File: src/rtl/uart_cfg_responder.sv
// ---------------------------------------------------------------------------
// uart_cfg_responder
//
// Slave-side configuration responder for the UART link-setup protocol.
// After the main FSM pulses cfg_start_i, the block sends an 8'hFF
// acknowledgment. It then accepts configuration packets from the RX FIFO:
//   bits [1:0] id, bits [3:2] option, bits [7:4] ignored.
// The packets update a shadow copy of the configuration. Each legal packet
// is acknowledged with 8'hFF. The END packet (id 00) commits the shadow to
// config_o once its acknowledgment has been accepted.
//
// Ports:
//   clk_i, rst_n_i        clock, asynchronous active-low reset
//   cfg_start_i           one-cycle session start pulse (honoured in IDLE only)
//   rx_data_i/valid_i     received byte stream, rx_ready_o accepts it
//   tx_data_o/valid_o     acknowledgment byte, tx_ready_i accepts it
//   config_o[5:0]         committed {data_width, stop_bits, parity_mode}
//   busy_o                session in progress
//   cfg_done_o            one-cycle pulse when the configuration is committed
//   cfg_error_o           one-cycle pulse when an illegal packet is received
//   cfg_timeout_o         one-cycle pulse when a session times out
//   int_id_o[3:0]         interrupt id alongside a status pulse, 0000 otherwise
//
// Build option:
//   UART_CFG_TIMEOUT_EN   when defined, abort a session after TIMEOUT_CYCLES
//                         idle cycles in WAIT_PKT. When undefined, no counter
//                         is built and cfg_timeout_o is tied to 0.
// ---------------------------------------------------------------------------
module uart_cfg_responder #(
    parameter int TIMEOUT_CYCLES = 5_000_000
) (
    input  logic       clk_i,
    input  logic       rst_n_i,
    input  logic       cfg_start_i,
    input  logic [7:0] rx_data_i,
    input  logic       rx_valid_i,
    output logic       rx_ready_o,
    output logic [7:0] tx_data_o,
    output logic       tx_valid_o,
    input  logic       tx_ready_i,
    output logic [5:0] config_o,
    output logic       busy_o,
    output logic       cfg_done_o,
    output logic       cfg_error_o,
    output logic       cfg_timeout_o,
    output logic [3:0] int_id_o
);

    localparam logic [5:0] CFG_RESET  = 6'b11_01_00;
    localparam logic [3:0] INT_NONE   = 4'b0000;
    localparam logic [3:0] INT_ERROR  = 4'b0001;
    localparam logic [3:0] INT_DONE   = 4'b0110;
    localparam logic [7:0] ACK_BYTE   = 8'hFF;

    typedef enum logic [2:0] {
        S_IDLE,
        S_INIT_ACKN,
        S_WAIT_PKT,
        S_DECODE,
        S_PKT_ACKN,
        S_COMMIT
    } state_t;

    state_t     state_q, state_d;
    logic [5:0] shadow_q, shadow_d;
    logic [5:0] config_q, config_d;
    logic [3:0] pkt_q, pkt_d;       // only id and option are kept
    logic       end_q, end_d;       // END seen, commit after its acknowledgment
    logic       done_q, done_d;
    logic       error_q, error_d;
    logic [3:0] int_id_q, int_id_d;
    logic       timeout_hit;        // WAIT_PKT idle limit reached this cycle

`ifdef UART_CFG_TIMEOUT_EN
    localparam int CNT_W = (TIMEOUT_CYCLES > 2) ? $clog2(TIMEOUT_CYCLES) : 1;
    localparam logic [CNT_W-1:0] CNT_MAX = CNT_W'(TIMEOUT_CYCLES - 1);

    logic [CNT_W-1:0] cnt_q, cnt_d;
    logic             timeout_q, timeout_d;

    assign timeout_hit = (state_q == S_WAIT_PKT) && !rx_valid_i && (cnt_q == CNT_MAX);

    // Counts idle WAIT_PKT cycles; clears on an accept and whenever the
    // state is left, so every new wait starts from zero.
    always_comb begin
        cnt_d = '0;
        if (state_q == S_WAIT_PKT && state_d == S_WAIT_PKT && !rx_valid_i) begin
            cnt_d = cnt_q + CNT_W'(1);
        end
    end

    assign timeout_d = timeout_hit;

    always_ff @(posedge clk_i or negedge rst_n_i) begin
        if (!rst_n_i) begin
            cnt_q     <= '0;
            timeout_q <= 1'b0;
        end else begin
            cnt_q     <= cnt_d;
            timeout_q <= timeout_d;
        end
    end

    assign cfg_timeout_o = timeout_q;
`else
    logic unused_timeout;
    assign unused_timeout = (TIMEOUT_CYCLES != 0);
    assign timeout_hit    = 1'b0;
    assign cfg_timeout_o  = 1'b0;
`endif

    // Next-state and registered-output logic.
    always_comb begin
        state_d  = state_q;
        shadow_d = shadow_q;
        config_d = config_q;
        pkt_d    = pkt_q;
        end_d    = end_q;
        done_d   = 1'b0;
        error_d  = 1'b0;
        int_id_d = INT_NONE;

        unique case (state_q)
            S_IDLE: begin
                if (cfg_start_i) begin
                    shadow_d = config_q;
                    end_d    = 1'b0;
                    state_d  = S_INIT_ACKN;
                end
            end
            S_INIT_ACKN: begin
                if (tx_ready_i) begin
                    state_d = S_WAIT_PKT;
                end
            end
            S_WAIT_PKT: begin
                // An accept takes priority over a simultaneous timeout.
                if (rx_valid_i) begin
                    pkt_d   = rx_data_i[3:0];
                    state_d = S_DECODE;
                end else if (timeout_hit) begin
                    int_id_d = INT_ERROR;
                    state_d  = S_IDLE;
                end
            end
            S_DECODE: begin
                state_d = S_PKT_ACKN;
                unique case (pkt_q[1:0])
                    2'b01: shadow_d[5:4] = pkt_q[3:2];
                    2'b10: begin
                        if (pkt_q[3]) begin
                            // Reserved stop-bit option: abandon the session
                            // without acknowledging it.
                            error_d  = 1'b1;
                            int_id_d = INT_ERROR;
                            state_d  = S_IDLE;
                        end else begin
                            shadow_d[3:2] = pkt_q[3:2];
                        end
                    end
                    2'b11: shadow_d[1:0] = pkt_q[3:2];
                    default: end_d = 1'b1;
                endcase
            end
            S_PKT_ACKN: begin
                if (tx_ready_i) begin
                    if (end_q) begin
                        // Commit on the handshake edge so config_o and the
                        // done pulse appear in the first COMMIT cycle.
                        config_d = shadow_q;
                        done_d   = 1'b1;
                        int_id_d = INT_DONE;
                        state_d  = S_COMMIT;
                    end else begin
                        state_d = S_WAIT_PKT;
                    end
                end
            end
            S_COMMIT: begin
                state_d = S_IDLE;
            end
            default: begin
                state_d = S_IDLE;
            end
        endcase
    end

    always_ff @(posedge clk_i or negedge rst_n_i) begin
        if (!rst_n_i) begin
            state_q  <= S_IDLE;
            shadow_q <= CFG_RESET;
            config_q <= CFG_RESET;
            pkt_q    <= '0;
            end_q    <= 1'b0;
            done_q   <= 1'b0;
            error_q  <= 1'b0;
            int_id_q <= INT_NONE;
        end else begin
            state_q  <= state_d;
            shadow_q <= shadow_d;
            config_q <= config_d;
            pkt_q    <= pkt_d;
            end_q    <= end_d;
            done_q   <= done_d;
            error_q  <= error_d;
            int_id_q <= int_id_d;
        end
    end

    // Handshake outputs decode straight from the state register, so they
    // stay stable for as long as the state is held.
    assign tx_valid_o  = (state_q == S_INIT_ACKN) || (state_q == S_PKT_ACKN);
    assign tx_data_o   = tx_valid_o ? ACK_BYTE : 8'h00;
    assign rx_ready_o  = (state_q == S_WAIT_PKT);
    assign busy_o      = (state_q != S_IDLE);
    assign config_o    = config_q;
    assign cfg_done_o  = done_q;
    assign cfg_error_o = error_q;
    assign int_id_o    = int_id_q;

endmodule

File: config.mk
export PLATFORM = sky130hd
export DESIGN_NAME = uart_cfg_responder
export DESIGN_NICKNAME = d
export VERILOG_FILES = /design/src/rtl/uart_cfg_responder.sv
export SDC_FILE = /design/constraint.sdc
export NUM_CORES = 1
export LEC_CHECK = 0
export CORE_MARGIN = 4
export CORE_UTILIZATION = 50
export CTS_CLUSTER_DIAMETER = 100
export DETAILED_ROUTE_END_ITERATION = 10
export PLACE_DENSITY = 0.93
export SETUP_SLACK_MARGIN = 0.2
export SYNTH_ARGS = -nofsm -noshare
export SYNTH_HDL_FRONTEND = slang
export SYNTH_SLANG_ARGS = --single-unit
File: constraint.sdc
create_clock -name clk_i -period 2.8 [get_ports clk_i]
set_input_delay 0.56 -clock clk_i [delete_from_list [all_inputs] [get_ports clk_i]]
set_output_delay 0.56 -clock clk_i [all_outputs]
set_load 0.005 [all_outputs]
* After elaboration in Yosys (flattened, before gate mapping)
Cells that the tools add are included.
Widths: inputs -> output; s select.
** Storage, ports and cells
- Input port bits :: 13
- Bits in registers :: 26
- Logic and storage cells :: 67
** Cells by class
- Reduce and logical (&&, ||, !) cells :: 12
- Eq/ne operators :: 16
- Muxes and demuxes :: 29
** Operators with widths (count)
- $mux 3 :: 9
- $pmux 3 s5 :: 1
- $ne 2x2->1 const B :: 7
- $pmux 6 s2 :: 1
- $reduce_and 3->1 :: 4
- $mux 1 :: 10
- $mux 2 :: 4
- $mux 8 :: 1
- $reduce_and 4->1 :: 2
- $eq 3x2->1 const B :: 2
- $mux 6 :: 1
- $pmux 3 s2 :: 1
- $eq 2x2->1 const B :: 2
- $ne 2x1->1 const B :: 2
- $eq 3x1->1 const B :: 1
- $eq 3x3->1 const B :: 1
- $logic_not 3->1 :: 1
- $reduce_bool 3->1 :: 1
- $reduce_or 3->1 :: 1
- $eq 2x1->1 const B :: 1
- $pmux 1 s2 :: 1
- $reduce_and 2->1 :: 1
- $reduce_bool 2->1 :: 1
- $logic_or 1x1->1 :: 1

* Depth between registers and ports, before layout
Gate-level depths: netlist (run 1).
- Word-level depth :: 4
- Depth in mapped cells :: 4

* Least setup slack after synthesis (run 1)
OpenSTA, ideal clock, no wires.
- Path type :: flip-flop to output port
- From :: register state_q[2]
- To :: output port tx_data_o[0]
- Arrival :: 1.199 ns
- Setup slack :: 1.041 ns
- Stages on the path, launching flop included :: 5
- Cell sequence :: dfrtp_1 -> buf_2 -> xnor2_1 -> nor2_1 -> buf_4
** Between the ends
- Longest elaborated chain between the ends :: 3
- Elaborated cells between the ends (all ways) :: 4
** RTL lines
- start, declared :: line 64 : state_t state_q, state_d;
- start signal, assigned :: line 199 : state_q <= state_d;
- $eq 3x1->1 or $eq 3x3->1 (tied branches) :: line 212 : assign tx_valid_o = (state_q == S_INIT_ACKN) || (state_q == S_PKT_ACKN);
- $logic_or 1x1->1 * :: line 212
- via tx_valid_o :: line 39 : output logic tx_valid_o,
- $mux 8 * :: line 213 : assign tx_data_o = tx_valid_o ? ACK_BYTE : 8'h00;
- end, declared :: line 38 : output logic [7:0] tx_data_o,
Mark *: on every way through the listed nets, which the timed path passes. The rest lies on a longest branch.

* Final worst setup path (run 1)
- From :: register state_q[0]
- To :: output port tx_data_o[4]
** Between the ends
- Longest elaborated chain between the ends :: 3
- Elaborated cells between the ends (all ways) :: 4
** RTL lines (line)
- $eq 3x1->1 or $eq 3x3->1 (tied branches) :: 212
- $logic_or 1x1->1 * :: 212
- $mux 8 * :: 213
Every way passes the cells marked *; elsewhere a longest branch is shown, timed or not.

==> results of run 1 <==
## routing by layer
metal	wire (um)	track usage [%]	vias up	part of all wire [%]
met1	953	20.3	413	42
met5	0	0	-	0
met4	37	4.64	0	1.6
met3	129	4.01	6	5.6
met2	1170	26.0	31	51
li1	-	-	398	-
## kinds of logic after synthesis
group           count (synthesis)  synth area share [%]
flops                          24                  49.0
simple gates                   23                  13.5
buf+inv                        21                  10.8
mux                            20                  17.9
compound gates                 13                  7.76
xor+xnor                        1                 0.706
other cells                     1                 0.302
## path summary, 6_finish.rpt
kind | cells past startpoint | slack (ns) | to | startpoint
worst min-delay path | 1 | 0.53 | config_o[0] | shadow_q[0]
worst min register to register | 1 | 0.53 | config_o[0] | shadow_q[0]
worst max-delay path | 3 | 0.40 | tx_data_o[4] | state_q[0]
max in group asynchronous | 2 | 1.94 | config_o[5] | rst_n_i
worst max register to register | 3 | 1.10 | config_o[1] | state_q[0]
min in group asynchronous | 2 | 0.57 | shadow_q[1] | rst_n_i
## registers in the layout, indices dropped and copies added (netlist names)
name and count:
end_q 1, config_o 6, cfg_done_o 1, int_id_o 2, cfg_error_o 1, shadow_q 6, pkt_q 4, state_q 3
## power breakdown
group / leakage, nW / switching, W / internal (W)
Sequential: 0.290 / 0.000159 / 0.000492
Combinational: 0.350 / 0.000270 / 0.000463
Clock: 0.0279 / 0.000101 / 0.000145
Total: 0.668 / 0.000530 / 0.00110
## stage by stage
stage	power (W)	hold slack, ns	setup slack [ns]
global placement	0.00134	0.483	0.619
finish	0.00163	0.527	0.399
detailed placement	0.00138	0.497	0.520
floorplan	0.00113	0.264	1.04
CTS	0.00164	0.528	0.290
global route	0.00175	0.554	0.259
## layout by cell type (no fill, tap or decap), types with 2 or more instances in the layout
cell             synthesis  routed
clkdlybuf4s50_1          0      30
dfrtp_1                 18      15
mux2_2                  14      14
inv_1                    6       6
dfstp_2                  6       6
nor2b_1                  5       5
mux2_1                   4       4
clkbuf_4                 0       3
dfrtp_2                  0       3
nor2_1                   3       2
and4_1                   2       2
and3b_1                  2       2
or3b_1                   2       2
a21oi_1                  2       2
nand2_1                  2       2
o21ai_0                  2       2
mux2i_1                  2       2
o32ai_1                  2       2
conb_1                   1       2
## critical path, cell delays in order (launching register included)
cell             delay, ns
dfrtp_2               0.53
xnor2_1               0.17
nor2_2                0.25
clkdlybuf4s50_1       0.57
## timing repair
item,in CTS,in global routing
hold buffers,0,0
endpoints found under the setup margin,9,10
gates cloned,0,0
resized for setup,1,3
endpoints found under the hold margin,0,0
buffers inserted,0,0
## layout make-up
cell class / instances / area (sq um) / area share [%]
flip-flops and latches: 24 / 612 / 39.9
multi-input cells: 59 / 505 / 32.9
repair buffers: 31 / 308 / 20.0
well taps: 28 / 35.0 / 2.28
clock inverters: 1 / 30.0 / 1.96
clock buffers: 3 / 22.5 / 1.47
inverters: 6 / 22.5 / 1.47
==> impl_metrics.toml, run 1 <==
[clock_tree]
path_clk_slew_ns = 0.13
cts_max_level = 1
clk_latency_ns = 0.32
numCtsBuffers = 3
root_buffer = "clkbuf_4"
tritoncts = "yes"
cts_buffer_depth = 2
clock-sinks = 24

[worst_setup_path]
startpoint_type = "flop"
crit_path_end_kind = "output pin"
worstPathRequired_ns = 2.24
crit_type = "flop to output pin"
cp_max_fo = 14
arrival_ns = 1.84

[synth]
synthTopCellsByCount = "18 x dfrtp_1, 14 x mux2_2, 12 x buf_4"
ys_ff_latch = 24
yosysTopAreaCellShare_pct = 36.3
ys_seq_area_share_pct = 49.0
synth_edf_count = 0
ys.flop_type = "dfrtp_1"
syn_avg_cell_area_sq_um = 12.1
yosysMostFrequentCell = "dfrtp_1"
ys_types = 34
synthArstFlopShare_pct = 100
synth_top_area_cell = "dfrtp_1"
netlist_instances = 103
synth_area_sq_mm = 0.00124
synthTopCellsByArea = "dfrtp_1 36%, dfstp_2 13%, mux2_2 13%"
ys_warn_count = 0

[layout]
antenna_cells = 0
area_delta_synth_final_pct = 23.7
drive_above_1_share_pct = 24.2
utilization_pct = 66.8
instances_no_fill = 152
n_fill_cell = 178
nets = 138
fin_area_sq_mm = 0.00154

[hold_path]
hold_path.class = "flop to flop"

[detailed_routing]
postRouteAntennaNets = 0
via_per_inst = 5.58
drt_first_pass_iters = 4
vias = 848
avgRoutedWirePerCell_um = 15.0
drtIter0Drc = 14
drc = 0
drt_wl_total_um = 2290

[global_routing]
grt_util_all_layers_pct = 15.7
grt_pass1_vias = 869
grt_max_degree = 25
antenna_found_initial = 0
grt_overflow = 0
grt_pass1_wl_um = 4110

[sta]
fmax_ghz = 0.417
hold_viol_final = 0
rsz0062_at_grt = "false"
report.final.slew_viol_count = 0
period_share_pct = 85.7
setup-violations-final = 0
fin_skew_ns = 0.0134
tns_ns = 0
finalCriticalPeriod_ns = 2.40

[floorplanning]
io_pins = 37
die_h_um = 57.8
core_sq_mm = 0.00230
die_w_um = 57.8
die_area_sq_mm = 0.00334
initial_core_util_pct = 54.0
rows = 17

[placement]
dpl.hpwl_um = 1680
portBuffers = 30
dp_cells = 148
dpl_cell_area_sq_mm = 0.00148
gp_congestion = 0.764

[run_status]
run_status = "finished, final reports clean"

[pwr]
irDropWorstVdd_uv = 705
p_leak_nw = 0.668
p_per_area_mw_per_mm2 = 1060

[flow_run]
maxCapViolCount = 0
Note: power is estimated with default switching activity, not from simulation.
==> run 2: changes to the inputs <==
- CAP_MARGIN: default -> 20
==> results of run 2 <==
Final layout, timing and power as in run 1 (identical DEF).
